==> src/rtl/vend_output_sequencer.sv <==
// Vending output sequencer: queues pour/change requests and drives the water valve and coin
// hoppers one action at a time. Define VEND_SEQ_TIMEOUT_EN to enable the hopper-jam timeout.
module vend_output_sequencer #(
    parameter int POUR_LEN    = 200,
    parameter int PULSE_LEN   = 8,
    parameter int GAP_LEN     = 4,
    parameter int TIMEOUT_LEN = 1000
) (
    input  logic clk,
    input  logic reset,
    input  logic pour_req,
    input  logic chg1_req,
    input  logic chg2_req,
    input  logic chg22_req,
    input  logic coin_seen,
    output logic valve_open,
    output logic eject1,
    output logic eject2,
    output logic busy,
    output logic overflow,
    output logic fault
);

    localparam int T_A   = (POUR_LEN > PULSE_LEN) ? POUR_LEN : PULSE_LEN;
    localparam int T_B   = (GAP_LEN > TIMEOUT_LEN) ? GAP_LEN : TIMEOUT_LEN;
    localparam int T_MAX = (T_A > T_B) ? T_A : T_B;
    localparam int TW    = $clog2(T_MAX + 1);

    localparam logic [TW-1:0] POUR_LOAD    = TW'(POUR_LEN - 1);
    localparam logic [TW-1:0] PULSE_LOAD   = TW'(PULSE_LEN - 1);
    localparam logic [TW-1:0] GAP_LOAD     = TW'(GAP_LEN - 1);
    localparam logic [TW-1:0] TIMEOUT_LOAD = TW'(TIMEOUT_LEN - 1);

    typedef enum logic [2:0] {
        IDLE      = 3'd0,
        POUR      = 3'd1,
        EJECT     = 3'd2,
        WAIT_COIN = 3'd3,
        GAP       = 3'd4,
        FAULT     = 3'd5
    } state_t;

    state_t        state_r;
    logic [TW-1:0] timer_r;
    logic [1:0]    coins_r;
    logic          coin_two_r;
    logic          coin_flag_r;
    logic          valve_r;
    logic          eject1_r;
    logic          eject2_r;
    logic          busy_r;
    logic          overflow_r;

    // Request/grant vectors are indexed by priority: 0 pour, 1 chg22, 2 chg2, 3 chg1.
    logic [3:0] req_s;
    logic [3:0] grant_s;
    logic [1:0] cnt_r [4];

    assign req_s = {chg1_req, chg2_req, chg22_req, pour_req};

    assign valve_open = valve_r;
    assign eject1     = eject1_r;
    assign eject2     = eject2_r;
    assign busy       = busy_r;
    assign overflow   = overflow_r;

`ifdef VEND_SEQ_TIMEOUT_EN
    logic fault_r;
    assign fault = fault_r;
`else
    assign fault = 1'b0;
`endif

    // Fixed-priority grant, only offered while the sequencer is idle.
    always_comb begin
        grant_s = 4'b0000;
        if (state_r == IDLE) begin
            if (cnt_r[0] != 2'd0) begin
                grant_s = 4'b0001;
            end else if (cnt_r[1] != 2'd0) begin
                grant_s = 4'b0010;
            end else if (cnt_r[2] != 2'd0) begin
                grant_s = 4'b0100;
            end else if (cnt_r[3] != 2'd0) begin
                grant_s = 4'b1000;
            end else begin
                grant_s = 4'b0000;
            end
        end else begin
            grant_s = 4'b0000;
        end
    end

    // Pending-request counters; a request hitting a full counter is dropped and flagged.
    always_ff @(posedge clk or posedge reset) begin
        if (reset) begin
            for (int i = 0; i < 4; i++) begin
                cnt_r[i] <= 2'd0;
            end
            overflow_r <= 1'b0;
        end else begin
            for (int i = 0; i < 4; i++) begin
                case ({req_s[i], grant_s[i]})
                    2'b10: begin
                        if (cnt_r[i] == 2'd3) begin
                            overflow_r <= 1'b1;
                        end else begin
                            cnt_r[i] <= cnt_r[i] + 2'd1;
                        end
                    end
                    2'b01:   cnt_r[i] <= cnt_r[i] - 2'd1;
                    default: cnt_r[i] <= cnt_r[i];
                endcase
            end
        end
    end

    // Sequencer FSM; actuator and status outputs are registered with the state transition.
    always_ff @(posedge clk or posedge reset) begin
        if (reset) begin
            state_r     <= IDLE;
            timer_r     <= '0;
            coins_r     <= 2'd0;
            coin_two_r  <= 1'b0;
            coin_flag_r <= 1'b0;
            valve_r     <= 1'b0;
            eject1_r    <= 1'b0;
            eject2_r    <= 1'b0;
            busy_r      <= 1'b0;
`ifdef VEND_SEQ_TIMEOUT_EN
            fault_r     <= 1'b0;
`endif
        end else begin
            case (state_r)
                IDLE: begin
                    if (grant_s[0]) begin
                        state_r <= POUR;
                        timer_r <= POUR_LOAD;
                        coins_r <= 2'd0;
                        valve_r <= 1'b1;
                        busy_r  <= 1'b1;
                    end else if (grant_s[1] | grant_s[2] | grant_s[3]) begin
                        state_r     <= EJECT;
                        timer_r     <= PULSE_LOAD;
                        coins_r     <= grant_s[1] ? 2'd2 : 2'd1;
                        coin_two_r  <= ~grant_s[3];
                        coin_flag_r <= 1'b0;
                        eject1_r    <= grant_s[3];
                        eject2_r    <= ~grant_s[3];
                        busy_r      <= 1'b1;
                    end else begin
                        busy_r <= 1'b0;
                    end
                end
                POUR: begin
                    if (timer_r == '0) begin
                        state_r <= GAP;
                        timer_r <= GAP_LOAD;
                        valve_r <= 1'b0;
                    end else begin
                        timer_r <= timer_r - 1'b1;
                    end
                end
                EJECT: begin
                    if (coin_seen) begin
                        coin_flag_r <= 1'b1;
                    end
                    if (timer_r == '0) begin
                        state_r  <= WAIT_COIN;
                        timer_r  <= TIMEOUT_LOAD;
                        eject1_r <= 1'b0;
                        eject2_r <= 1'b0;
                    end else begin
                        timer_r <= timer_r - 1'b1;
                    end
                end
                WAIT_COIN: begin
                    // A coin seen during the strobe counts as soon as the strobe ends.
                    if (coin_flag_r | coin_seen) begin
                        state_r     <= GAP;
                        timer_r     <= GAP_LOAD;
                        coin_flag_r <= 1'b0;
                        coins_r     <= coins_r - 2'd1;
`ifdef VEND_SEQ_TIMEOUT_EN
                    end else if (timer_r == '0) begin
                        state_r <= FAULT;
                        fault_r <= 1'b1;
                    end else begin
                        timer_r <= timer_r - 1'b1;
                    end
`else
                    end else begin
                        timer_r <= timer_r;
                    end
`endif
                end
                GAP: begin
                    if (timer_r == '0) begin
                        if (coins_r != 2'd0) begin
                            state_r  <= EJECT;
                            timer_r  <= PULSE_LOAD;
                            eject1_r <= ~coin_two_r;
                            eject2_r <= coin_two_r;
                        end else begin
                            state_r <= IDLE;
                            busy_r  <= 1'b0;
                        end
                    end else begin
                        timer_r <= timer_r - 1'b1;
                    end
                end
                FAULT: begin
                    state_r  <= FAULT;
                    valve_r  <= 1'b0;
                    eject1_r <= 1'b0;
                    eject2_r <= 1'b0;
                    busy_r   <= 1'b1;
                end
                default: begin
                    state_r  <= IDLE;
                    valve_r  <= 1'b0;
                    eject1_r <= 1'b0;
                    eject2_r <= 1'b0;
                    busy_r   <= 1'b0;
                end
            endcase
        end
    end

endmodule
==> config.mk <==
export PLATFORM = sky130hd
export DESIGN_NAME = vend_output_sequencer
export DESIGN_NICKNAME = d
export VERILOG_FILES = /design/src/rtl/vend_output_sequencer.sv
export SDC_FILE = /design/constraint.sdc
export NUM_CORES = 1
export LEC_CHECK = 0
export CAP_MARGIN = 20
export CORE_MARGIN = 5
export CORE_UTILIZATION = 47
export CTS_CLUSTER_DIAMETER = 200
export DETAILED_ROUTE_END_ITERATION = 8
export GPL_ROUTABILITY_DRIVEN = 0
export PLACE_DENSITY = 0.66
export RECOVER_POWER = 25
export SLEW_MARGIN = 20
export SYNTH_ARGS = -nofsm -noshare
export SYNTH_HDL_FRONTEND = slang
export SYNTH_SLANG_ARGS = --single-unit
==> constraint.sdc <==
create_clock -name clk -period 3.35 [get_ports clk]
set_input_delay 0.5025 -clock clk [delete_from_list [all_inputs] [get_ports clk]]
set_output_delay 0.5025 -clock clk [all_outputs]
set_load 0.005 [all_outputs]
Word-level counts from Yosys, hierarchy flattened
Cells that the tools add are included.

Bits in registers: 30. Bits in latches: 0. Memory bits (writable): 0. Memory bits (read-only): 0. Input bits: 7. Output and inout port bits: 6. Word-level logic and storage cells: 160. Memories: 0.

Add/sub/neg operators: 10. $mul: 0. Divide/modulo/power cells: 0. Order comparisons: 0. Equal/unequal tests: 33. Shift-type cells: 0. Multiplexer cells: 65. Bitwise logic cells: 9. Reduce and logical (&&, ||, !) cells: 29.

Operators by type and width (number): $mux W10 (7); $pmux W10 S5 (1); $mux W1 (26); $ne A2 B2 Y1 const B (13); $mux W4 (5); $pmux W2 S2 (5); $reduce_bool A2 Y1 (10); $mux W2 (9); $mux W3 (6); $pmux W3 S6 (1); $eq A2 B2 Y1 const B (8); $pmux W1 S4 (3); $reduce_and A3 Y1 (4); $logic_not A10 Y1 (1); $reduce_and A5 Y1 (2); $sub A10 B1 Y10 const B (1); $sub A2 B1 Y2 const B (5); $add A2 B1 Y2 const B (4); $eq A2 B1 Y1 const B (4); $reduce_and A2 Y1 (4); $eq A3 B2 Y1 const B (2); $eq A3 B3 Y1 const B (2); $not A1 Y1 (6); $pmux W1 S3 (2); other kinds (12) (15).

Depth between registers and ports, before layout
Gate-level depths: netlist (run 1).

Depth in word-level cells: 14. Gate-level depth with buffers: 7. Depth with buffers taken out: 7.

Least setup slack after synthesis (run 1)
Ideal clock, no wire load.

Path kind: register -> register. Start: register state_r[1]. End: register timer_r[6]. Setup time: 0.126 ns. Arrival: 1.570 ns. Setup slack: 1.654 ns. Cell stages (with the launch flop): 7. Buffers on the path: 1. Period minus slack after synthesis: 1.696 ns. Path through: dfrtp_1 buf_2 xor2_1 o21ai_1 o21bai_4 a31oi_1 o32a_1.

Cells in the longest elaborated chain, start to end: 6. Elaborated cells between the ends (all ways): 15. Those cells by class: eq/ne: 7; mux: 3; bitwise: 2; reduce/logical: 3.

Ends and longest elaborated chain: start: declaration (RTL line 43) `state_t state_r;`; start signal: assignment (RTL line 121) `state_r <= IDLE;`; start signal: assignment (RTL line 137) `state_r <= POUR;`; start signal: assignment (RTL line 143) `state_r <= EJECT;`; $logic_not A3 Y1 (RTL line 77, 134); $mux W4 (RTL line 77) `if (state_r == IDLE) begin`; $or A1 B1 Y1 (2 in a row) (RTL line 142) `end else if (grant_s[1] | grant_s[2] | grant_s[3]) begin`; $ne A3 B2 Y1 (no source line); $reduce_and A4 Y1 (no source line); end signal: assignment (RTL line 161) `timer_r <= timer_r - 1'b1;`; end signal: assignment (RTL line 174) `timer_r <= timer_r - 1'b1;`; end signal: assignment (RTL line 193) `timer_r <= timer_r;`; end: declaration (RTL line 44) `logic [TW-1:0] timer_r;`.

Parallel ways exist; a longest one is shown, timed or not. A chain may end at the register's enable or synchronous reset.

Worst setup path in the final report (run 1)
Start: register state_r[0]. End: register timer_r[7].

The elaborated chain is that of the path after synthesis.

==> results.toml, run 1 <==
[setup_path]
start_kind = "flop"
worstSetupPathType = "reg -> reg"
cp_slowest_cell = "dfrtp_1"
cp_cell_sequence = "nor4bb_1 -> nor2_1 -> a22oi_2 -> o21ba_1 -> o221ai_1"
critPathMaxStageDelay_ns = 0.71
crit_arrival_ns = 2.44
path_buf_inv = 0
worstPathRequired_ns = 3.54
cp-end-kind = "flop"
cp_max_fo = 20
crit_family = "compound AO/OA/AOI/OAI gates"

[detailed_routing]
drtPass1Iterations = 7
wl_per_cell_um = 14.41
ant_nets = 0
vias_per_cell = 5.776
drtIter0Drc = 100
wl_mm = 4.251
drcViolationCount = 0
num_vias = 1704

[worst_hold_path]
hold_class = "reg -> reg"

[sta]
fin_skew_ns = 0.01068
fin_ws_ns = 1.099
setup_viol = 0
fin_crit_sh = 0.6718
fin_crit_ns = 2.251
rsz0062_at_grt = "false"
worst-slew-pin-transition_ns = 0.8510
fmax_ghz = 0.4443
fin_tns_setup_ns = 0
slew_headroom = 0.4327
slew_viol_final = 0
hold_viol_final = 0

[die]
die_area_um2 = 5615
fp-row-count = 23
start_util = 0.4884
ioPinCount = 13
die_h_um = 74.94
die_w_um = 74.94
core_um2 = 4058

[logic_synthesis]
synth_warnings = 0
synth_top_family_by_area = "compound AO/OA/AOI/OAI gates"
ys_ff_latch = 30
syn_nets = 245
synth_compound_area_frac = 0.2683
synth.avg_cell_area_um2 = 8.434
seq_area_frac_synth = 0.3788
synth-xor-area-share = 0.02210
synth.area.top_cells = "dfrtp_1 (38%), o21ai_0 (5.3%), nand2_1 (4.9%)"
ys.flop_type = "dfrtp_1"
muxShareOfSynthArea = 0.005682
yosys.area.top_type = "dfrtp_1"
yosys.area_share.simple = 0.2588
synthArstFlopShare = 1.000
netlist_area_um2 = 1982
synthDistinctLibCells = 54
synth_edf_count = 0
synth_top_area_share = 0.3788
synthAdderAreaFrac = 0.01894
synth_cells = 235

[place]
dp_slack_ns = 0.8635
dp_hpwl_mm = 3.092
dp_cells = 287
port_buffers = 11

[grt]
antenna_found_initial = 0
grt_pass1_vias = 1576
grt_start_max_net_pins = 21
grt_overflow = 0
track_usage = 0.1742
grt_pass1_wl_mm = 7.452

[pwr]
power_density_nw_per_um2 = 861.6
leakage_uw = 0.0009038
ir_worst_vdd_mv = 0.3917
p_total_uw = 1937

[cts]
post_cts_buffers = 0
postCtsResizedCells = 0
h-tree-depth = 2
clock-sinks = 30
clock_latency_ns = 0.28
cts_tree = "done"
clk_path_buf_depth = 2
postCtsHoldBufs = 0
root_buffer = "clkbuf_8"
cts_buffers = 5
cts.clk_slew.worst_paths_ns = 0.07

[final_layout]
syn_to_final_growth_pct = 13.45
drive_gt1_frac = 0.06939
final_nets = 254
final_cell_count_no_fill = 295
num_antenna_cells = 0

[run]
max-cap-violations = 0

[run_status]
outcome = "completed"
worst reg2reg max path: cells and delay by family (launching register included):
| family | cells | cell delay, ns |
|---|---|---|
| AO/OA/AOI/OAI | 3 | 0.90 |
| flip-flops | 1 | 0.71 |
| AND/OR/NAND/NOR | 2 | 0.56 |
state kept, by name, summed over array words and instances (netlist names):
register,cells
coins_r,2
coin_flag_r,1
timer_r,10
valve_open,1
state_r,3
eject2,1
overflow,1
coin_two_r,1
cnt_r,8
eject1,1
busy,1
placed cells by master (no fill, tap or decap), types with 3 or more instances in the layout:
master,netlist,layout
nand3_1,9,9
nand3b_1,3,3
nor2_1,25,25
a21oi_1,13,13
o211ai_1,7,7
nor3_1,8,8
nand2_1,26,26
ha_1,3,3
o2bb2ai_1,4,4
dfrtp_1,30,30
o21ai_0,21,21
nor2b_1,6,6
clkbuf_8,0,6
nor4_4,3,3
o21ai_1,8,8
clkdlybuf4s50_1,0,10
inv_1,10,10
xor2_1,5,5
layer usage:
layer,track usage,vias to the layer above,part of all wire,wire length [um]
met3,0.03471,5,0.036,152
met1,0.2627,802,0.52,2216
met4,0.05929,0,0.013,55
li1,-,868,-,-
met2,0.2466,29,0.43,1826
met5,0,-,0,0
path summary, 6_finish.rpt:
check	start	endpoint	slack, ns	cells past startpoint
worst max register to register	state_r[0]	timer_r[7]	1.10	5
worst min register to register	eject2	eject2	0.49	1
max in group asynchronous	reset	timer_r[1]	1.46	3
worst min-delay path	eject2	eject2	0.49	1
worst max-delay path	state_r[0]	timer_r[7]	1.10	5
min in group asynchronous	reset	state_r[2]	0.72	2
synth_stat cells (3+ instances only):
cell       instances
a21oi_1           13
buf_2              3
clkbuf_1           4
dfrtp_1           30
ha_1               3
inv_1             10
nand2_1           26
nand3_1            9
nand3b_1           3
nor2_1            25
nor2b_1            6
nor3_1             8
nor4_4             3
o211ai_1           7
o21ai_0           21
o21ai_1            8
o2bb2ai_1          4
xor2_1             5
layout make-up:
type,count,area (um2)
timing repair buffer,12,113.9
inverter,10,37.54
fill,382,1809
tap,50,62.56
clock inverter,2,60.06
clock buffer,6,82.58
sequential,30,750.7
multi-input combinational,185,1141
kinds of logic (layout without fill, tap and decap cells):
logic type | count (synthesis) | in the layout
multiplexers | 1 | 1
flip-flops | 30 | 30
AND/OR/NAND/NOR | 95 | 95
adder cells (fa/ha/maj) | 3 | 3
XOR/XNOR | 5 | 5
other | 1 | 1
AO/OA/AOI/OAI | 80 | 80
buffers and inverters | 20 | 30
stage by stage:
step	cell area, um2	hold slack (ns)	util
floorplan	1982	0.4645	-
global placement	2110	0.4823	0.5199
detailed placement	2110	0.4757	0.5199
CTS	2252	0.4956	0.5550
global route	2248	0.5195	0.5541
finish	2248	0.4943	0.5541
power breakdown:
part           internal, uW  switching (uW)
Combinational           359             409
Clock                   317             141
Sequential              493             219
Total                  1170             769
(Power assumes the default switching activity.)
==> inputs of run 2 (changes only) <==
--- a/config.mk
+++ b/config.mk
@@ -11,7 +11,7 @@
 export CTS_CLUSTER_DIAMETER = 200
 export DETAILED_ROUTE_END_ITERATION = 8
 export GPL_ROUTABILITY_DRIVEN = 0
-export PLACE_DENSITY = 0.66
+export PLACE_DENSITY = 0.68
 export RECOVER_POWER = 25
 export SLEW_MARGIN = 20
 export SYNTH_ARGS = -nofsm -noshare
==> constraint.sdc (replaced) <==
create_clock -name clk -period 1.9 [get_ports clk]
set_input_delay 0.285 -clock clk [delete_from_list [all_inputs] [get_ports clk]]
set_output_delay 0.285 -clock clk [all_outputs]
set_load 0.005 [all_outputs]
==> run 2 against run 1 <==
Compared with the run above: sequential cell count stayed put; via count is 5.9% higher; sequential power is 66% higher; non-clock buffer count is 28 higher; critical endpoint unchanged; sequential share of layout area shrank 2.3 points; maximum frequency up 24%.
==> results.toml, run 2 (synthesis gave the netlist of run 1 again) <==
[cts]
post_cts_buffers = 0
clock_latency_ns = 0.28
cts_tree = "done"
postCtsResizedCells = 0
cts.clk_slew.worst_paths_ns = 0.07
postCtsHoldBufs = 0
clock-sinks = 30
root_buffer = "clkbuf_8"
cts_buffers = 5
clk_path_buf_depth = 2
h-tree-depth = 2

[sta]
fin_crit_ns = 1.818
worst-slew-pin-transition_ns = 0.7786
fin_crit_sh = 0.9571
rsz0062_at_grt = "true"
setup_viol = 0
fmax_ghz = 0.5499
hold_viol_final = 0
fin_tns_setup_ns = 0
fin_skew_ns = 0.005322
slew_headroom = 0.4809
slew_viol_final = 0

[grt]
grt_start_max_net_pins = 31
grt_overflow = 0
antenna_found_initial = 0
grt_pass1_wl_mm = 8.217
track_usage = 0.1903
grt_pass1_vias = 1792

[final_layout]
largest_reg_flops = 10
post-route-util = 0.5967
mostFrequentLayoutCells = "dfrtp_1 (29), buf_4 (28), nand2_1 (26)"
syn_to_final_growth_pct = 22.16
num_antenna_cells = 0
top_register = "timer_r"
top_regs = "timer_r: 10 flops, cnt_r: 8 flops, state_r: 3 flops"
final_nets = 282
drive_gt1_frac = 0.1758
finish.instance_area_um2 = 2421
final_common_cell = "dfrtp_1"

[detailed_routing]
drcViolationCount = 0
drtIter0Drc = 182
num_vias = 1804
drtPass1Iterations = 4
vias_per_cell = 5.585
wl_per_cell_um = 14.40
ant_nets = 0
wl_mm = 4.651

[setup_path]
cp-end-kind = "flop"
cp_slowest_cell = "nor4_4"
critPathMaxStageDelay_ns = 0.43
crit_arrival_ns = 2.01
rrSetupSlack_ns = 0.08
worstSetupPathType = "reg -> reg"
worstPathRequired_ns = 2.10
cp_max_fo = 8
start_kind = "flop"
cp_cell_sequence = "nor4_4 -> nand4_1 -> a22oi_2 -> buf_4 -> o21ba_1 -> o221ai_1"

[die]
die_h_um = 74.94
die_w_um = 74.94
start_util = 0.4884
ioPinCount = 13
core_um2 = 4058
fp-row-count = 23
die_area_um2 = 5615

[pwr]
swShare = 0.4160
p_int_uw = 1993
seqPwrFrac = 0.347
p_comb_frac = 0.495
p_total_uw = 3413
p_switching_uw = 1420
leakage_uw = 0.001026
pwr-share-clk = 0.158
ir_worst_vdd_mv = 0.6827
power_density_nw_per_um2 = 1410

[worst_hold_path]
hold_class = "reg -> reg"

[run]
max-cap-violations = 0

[place]
dpl_cell_area_um2 = 2320
dp_hpwl_mm = 3.367
port_buffers = 11

[run_status]
outcome = "completed"
run 2: area by class of cell:
class                   instances  area, um2
fillers                       354       1637
repair buffers                 40      325.3
clock buffers                   7      86.33
multi-input cells             185       1152
well taps                      50      62.56
inverters                      10      37.54
clock inverters                 1      5.005
flip-flops and latches         30      752.0
run 2: through the flow:
| step | setup WS (ns) | hold WS [ns] | std cells |
|---|---|---|---|
| detailed placement | -0.05624 | 0.4733 | 315 |
| floorplan | 0.2042 | 0.3758 | 235 |
| finish | 0.08152 | 0.4919 | 323 |
| global placement | -0.04324 | 0.4858 | 315 |
| global route | -0.03400 | 0.5275 | 323 |
| CTS | 0.09207 | 0.3933 | 323 |
run 2: routing by layer:
metal | track usage | part of all wire
met3 | 0.03204 | 0.048
met2 | 0.2882 | 0.43
met1 | 0.2755 | 0.51
met5 | 0 | 0
met4 | 0.06324 | 0.013
run 2: path summary, 6_finish.rpt:
| check | startpoint | end | cells past startpoint |
|---|---|---|---|
| max in group asynchronous | reset | state_r[1] | 3 |
| worst max-delay path | timer_r[6] | timer_r[7] | 6 |
| min in group asynchronous | reset | coin_two_r | 3 |
| worst min-delay path | eject1 | eject1 | 1 |
| worst max register to register | timer_r[6] | timer_r[7] | 6 |
| worst min register to register | eject1 | eject1 | 1 |
run 2: critical path, delay by kind of cell, from the launching register on:
kind / cells / cell delay [ns]
compound gates: 3 / 0.50
buf+inv: 1 / 0.18
flops: 1 / 0.41
simple gates: 2 / 0.65
run 2: power groups by stage:
stage          clock [uW]  combinational, uW  sequential (uW)
2_1_floorplan           0               1190             1100
3_3_place_gp            0               1650             1180
3_5_place_dp            0               1670             1180
4_1_cts               551               1680             1170
5_1_grt               586               1930             1220
6_report              540               1690             1180
==> inputs of run 3 (changes only) <==
--- a/config.mk
+++ b/config.mk
@@ -7,11 +7,10 @@
 export LEC_CHECK = 0
 export CAP_MARGIN = 20
 export CORE_MARGIN = 5
-export CORE_UTILIZATION = 47
+export CORE_UTILIZATION = 43
 export CTS_CLUSTER_DIAMETER = 200
 export DETAILED_ROUTE_END_ITERATION = 8
 export GPL_ROUTABILITY_DRIVEN = 0
-export PLACE_DENSITY = 0.68
 export RECOVER_POWER = 25
 export SLEW_MARGIN = 20
 export SYNTH_ARGS = -nofsm -noshare
==> run 3 against run 2 <==
Compared with the run above: register-to-register slack about the same; die area grew 8.0%; global-route usage decreased by 2.4 points; critical path type unchanged; sequential cell count did not move; combinational power is 5% higher; non-clock buffer count grew 3; largest power group unchanged.
==> results.toml, run 3 (synthesis gave the netlist of run 1 again) <==
[run_status]
outcome = "completed"

[cts]
cts.clk_slew.worst_paths_ns = 0.07
root_buffer = "clkbuf_8"
clk_path_buf_depth = 2
cts_tree = "done"
clock-sinks = 30
postCtsResizedCells = 0
h-tree-depth = 2
post_cts_buffers = 0
clock_latency_ns = 0.28
postCtsHoldBufs = 0
cts_buffers = 5

[setup_path]
r2r-end = "timer_r[2]"
cp-startpoint = "timer_r[6]"
cp-end-kind = "flop"
start_kind = "flop"
rrSetupSlack_ns = 0.09
worstSetupPathType = "reg -> reg"
rr_worst_depth = 6
cp_max_fo = 9
r2r_start = "timer_r[6]"
worstPathRequired_ns = 2.08
crit_arrival_ns = 1.98

[grt]
grt_pass1_wl_mm = 8.176
grt_pass1_vias = 1728
grt_start_max_net_pins = 31
grt_overflow = 0
antenna_found_initial = 0
top_usage_layer = "met1"
grt_util_met2 = 0.2312
grt_use_met3 = 0.04282
track_usage = 0.1659
use_met1 = 0.2498

[final_layout]
mostFrequentLayoutCells = "dfrtp_1 (30), buf_4 (30), nand2_1 (26)"
final_nets = 285
num_antenna_cells = 0
largest_reg_flops = 10
top_regs = "timer_r: 10 flops, cnt_r: 8 flops, state_r: 3 flops"
syn_to_final_growth_pct = 23.80
finish.instance_area_um2 = 2454
top_register = "timer_r"
drive_gt1_frac = 0.1812

[sta]
fin_skew_ns = 0.006924
fmax_ghz = 0.5540
fin_crit_ns = 1.805
hold_viol_final = 0
slew_headroom = 0.4930
setup_viol = 0
rsz0062_at_grt = "false"
worst-slew-pin-transition_ns = 0.7605
slew_viol_final = 0
whs_ns = 0.5044
fin_crit_sh = 0.9500

[die]
die_w_um = 77.89
ioPinCount = 13
fp-row-count = 24
die_area_um2 = 6067
core_um2 = 4414
die_h_um = 77.89
start_util = 0.4490

[worst_hold_path]
holdCritStartpoint = "overflow"
hold_class = "reg -> reg"
hold_end = "overflow"
hold_depth = 2

[detailed_routing]
drtPass1Iterations = 4
wl_per_cell_um = 13.92
num_vias = 1823
vias_per_cell = 5.558
drcViolationCount = 0
ant_nets = 0
wl_mm = 4.566
drtIter0Drc = 177

[run]
max-cap-violations = 0

[pwr]
ir_worst_vdd_mv = 0.6539
leakage_uw = 0.001039
power_density_nw_per_um2 = 1418

[place]
dpl_cell_area_um2 = 2345
dp_hpwl_mm = 3.441
port_buffers = 11
## run 3: layout make-up
| class | instances | area (um2) |
|---|---|---|
| multi-input combinational | 185 | 1157 |
| inverter | 10 | 37.54 |
| sequential | 30 | 750.7 |
| clock buffer | 7 | 86.33 |
| timing repair buffer | 43 | 351.6 |
| tap | 52 | 65.06 |
| clock inverter | 1 | 5.005 |
| fill | 412 | 1961 |
## run 3: where the power goes
group / leakage, uW / switching, uW / internal, uW
Clock: 0.0000482 / 248 / 292
Sequential: 0.000346 / 294 / 870
Combinational: 0.000644 / 894 / 882
## run 3: metal layers
layer / vias to the layer above / part of all wire
met3: 8 / 0.059
met4: 0 / 0.016
met5: - / 0
li1: 937 / -
met1: 844 / 0.50
met2: 34 / 0.42
## run 3: critical path: stages, from the launching register on
cell and delay (ns):
dfrtp_1 0.41, nor4_4 0.48, nand4_1 0.22, a22oi_2 0.20
buf_6 0.16, a21oi_1 0.04, o22a_1 0.19
## run 3: worst max path at each step
stage,end,slack (ns)
2_1_floorplan,timer_r[6],0.20
3_3_place_gp,timer_r[2],-0.02
3_5_place_dp,timer_r[2],-0.03
4_1_cts,timer_r[8],0.09
5_1_grt,timer_r[8],0.006
6_report,timer_r[2],0.09
## run 3: metrics by stage
| stage | TNS, ns | power, uW | cells | setup slack [ns] | utilization |
|---|---|---|---|---|---|
| detailed placement | -0.06645 | 2922 | 320 | -0.03172 | 0.5312 |
| floorplan | 0 | 2284 | 235 | 0.2042 | - |
| finish | 0 | 3480 | 328 | 0.09493 | 0.5558 |
| global route | 0 | 3789 | 328 | 0.006453 | 0.5558 |
| global placement | -0.01968 | 2911 | 320 | -0.01916 | 0.5312 |
| CTS | 0 | 3475 | 328 | 0.09307 | 0.5519 |
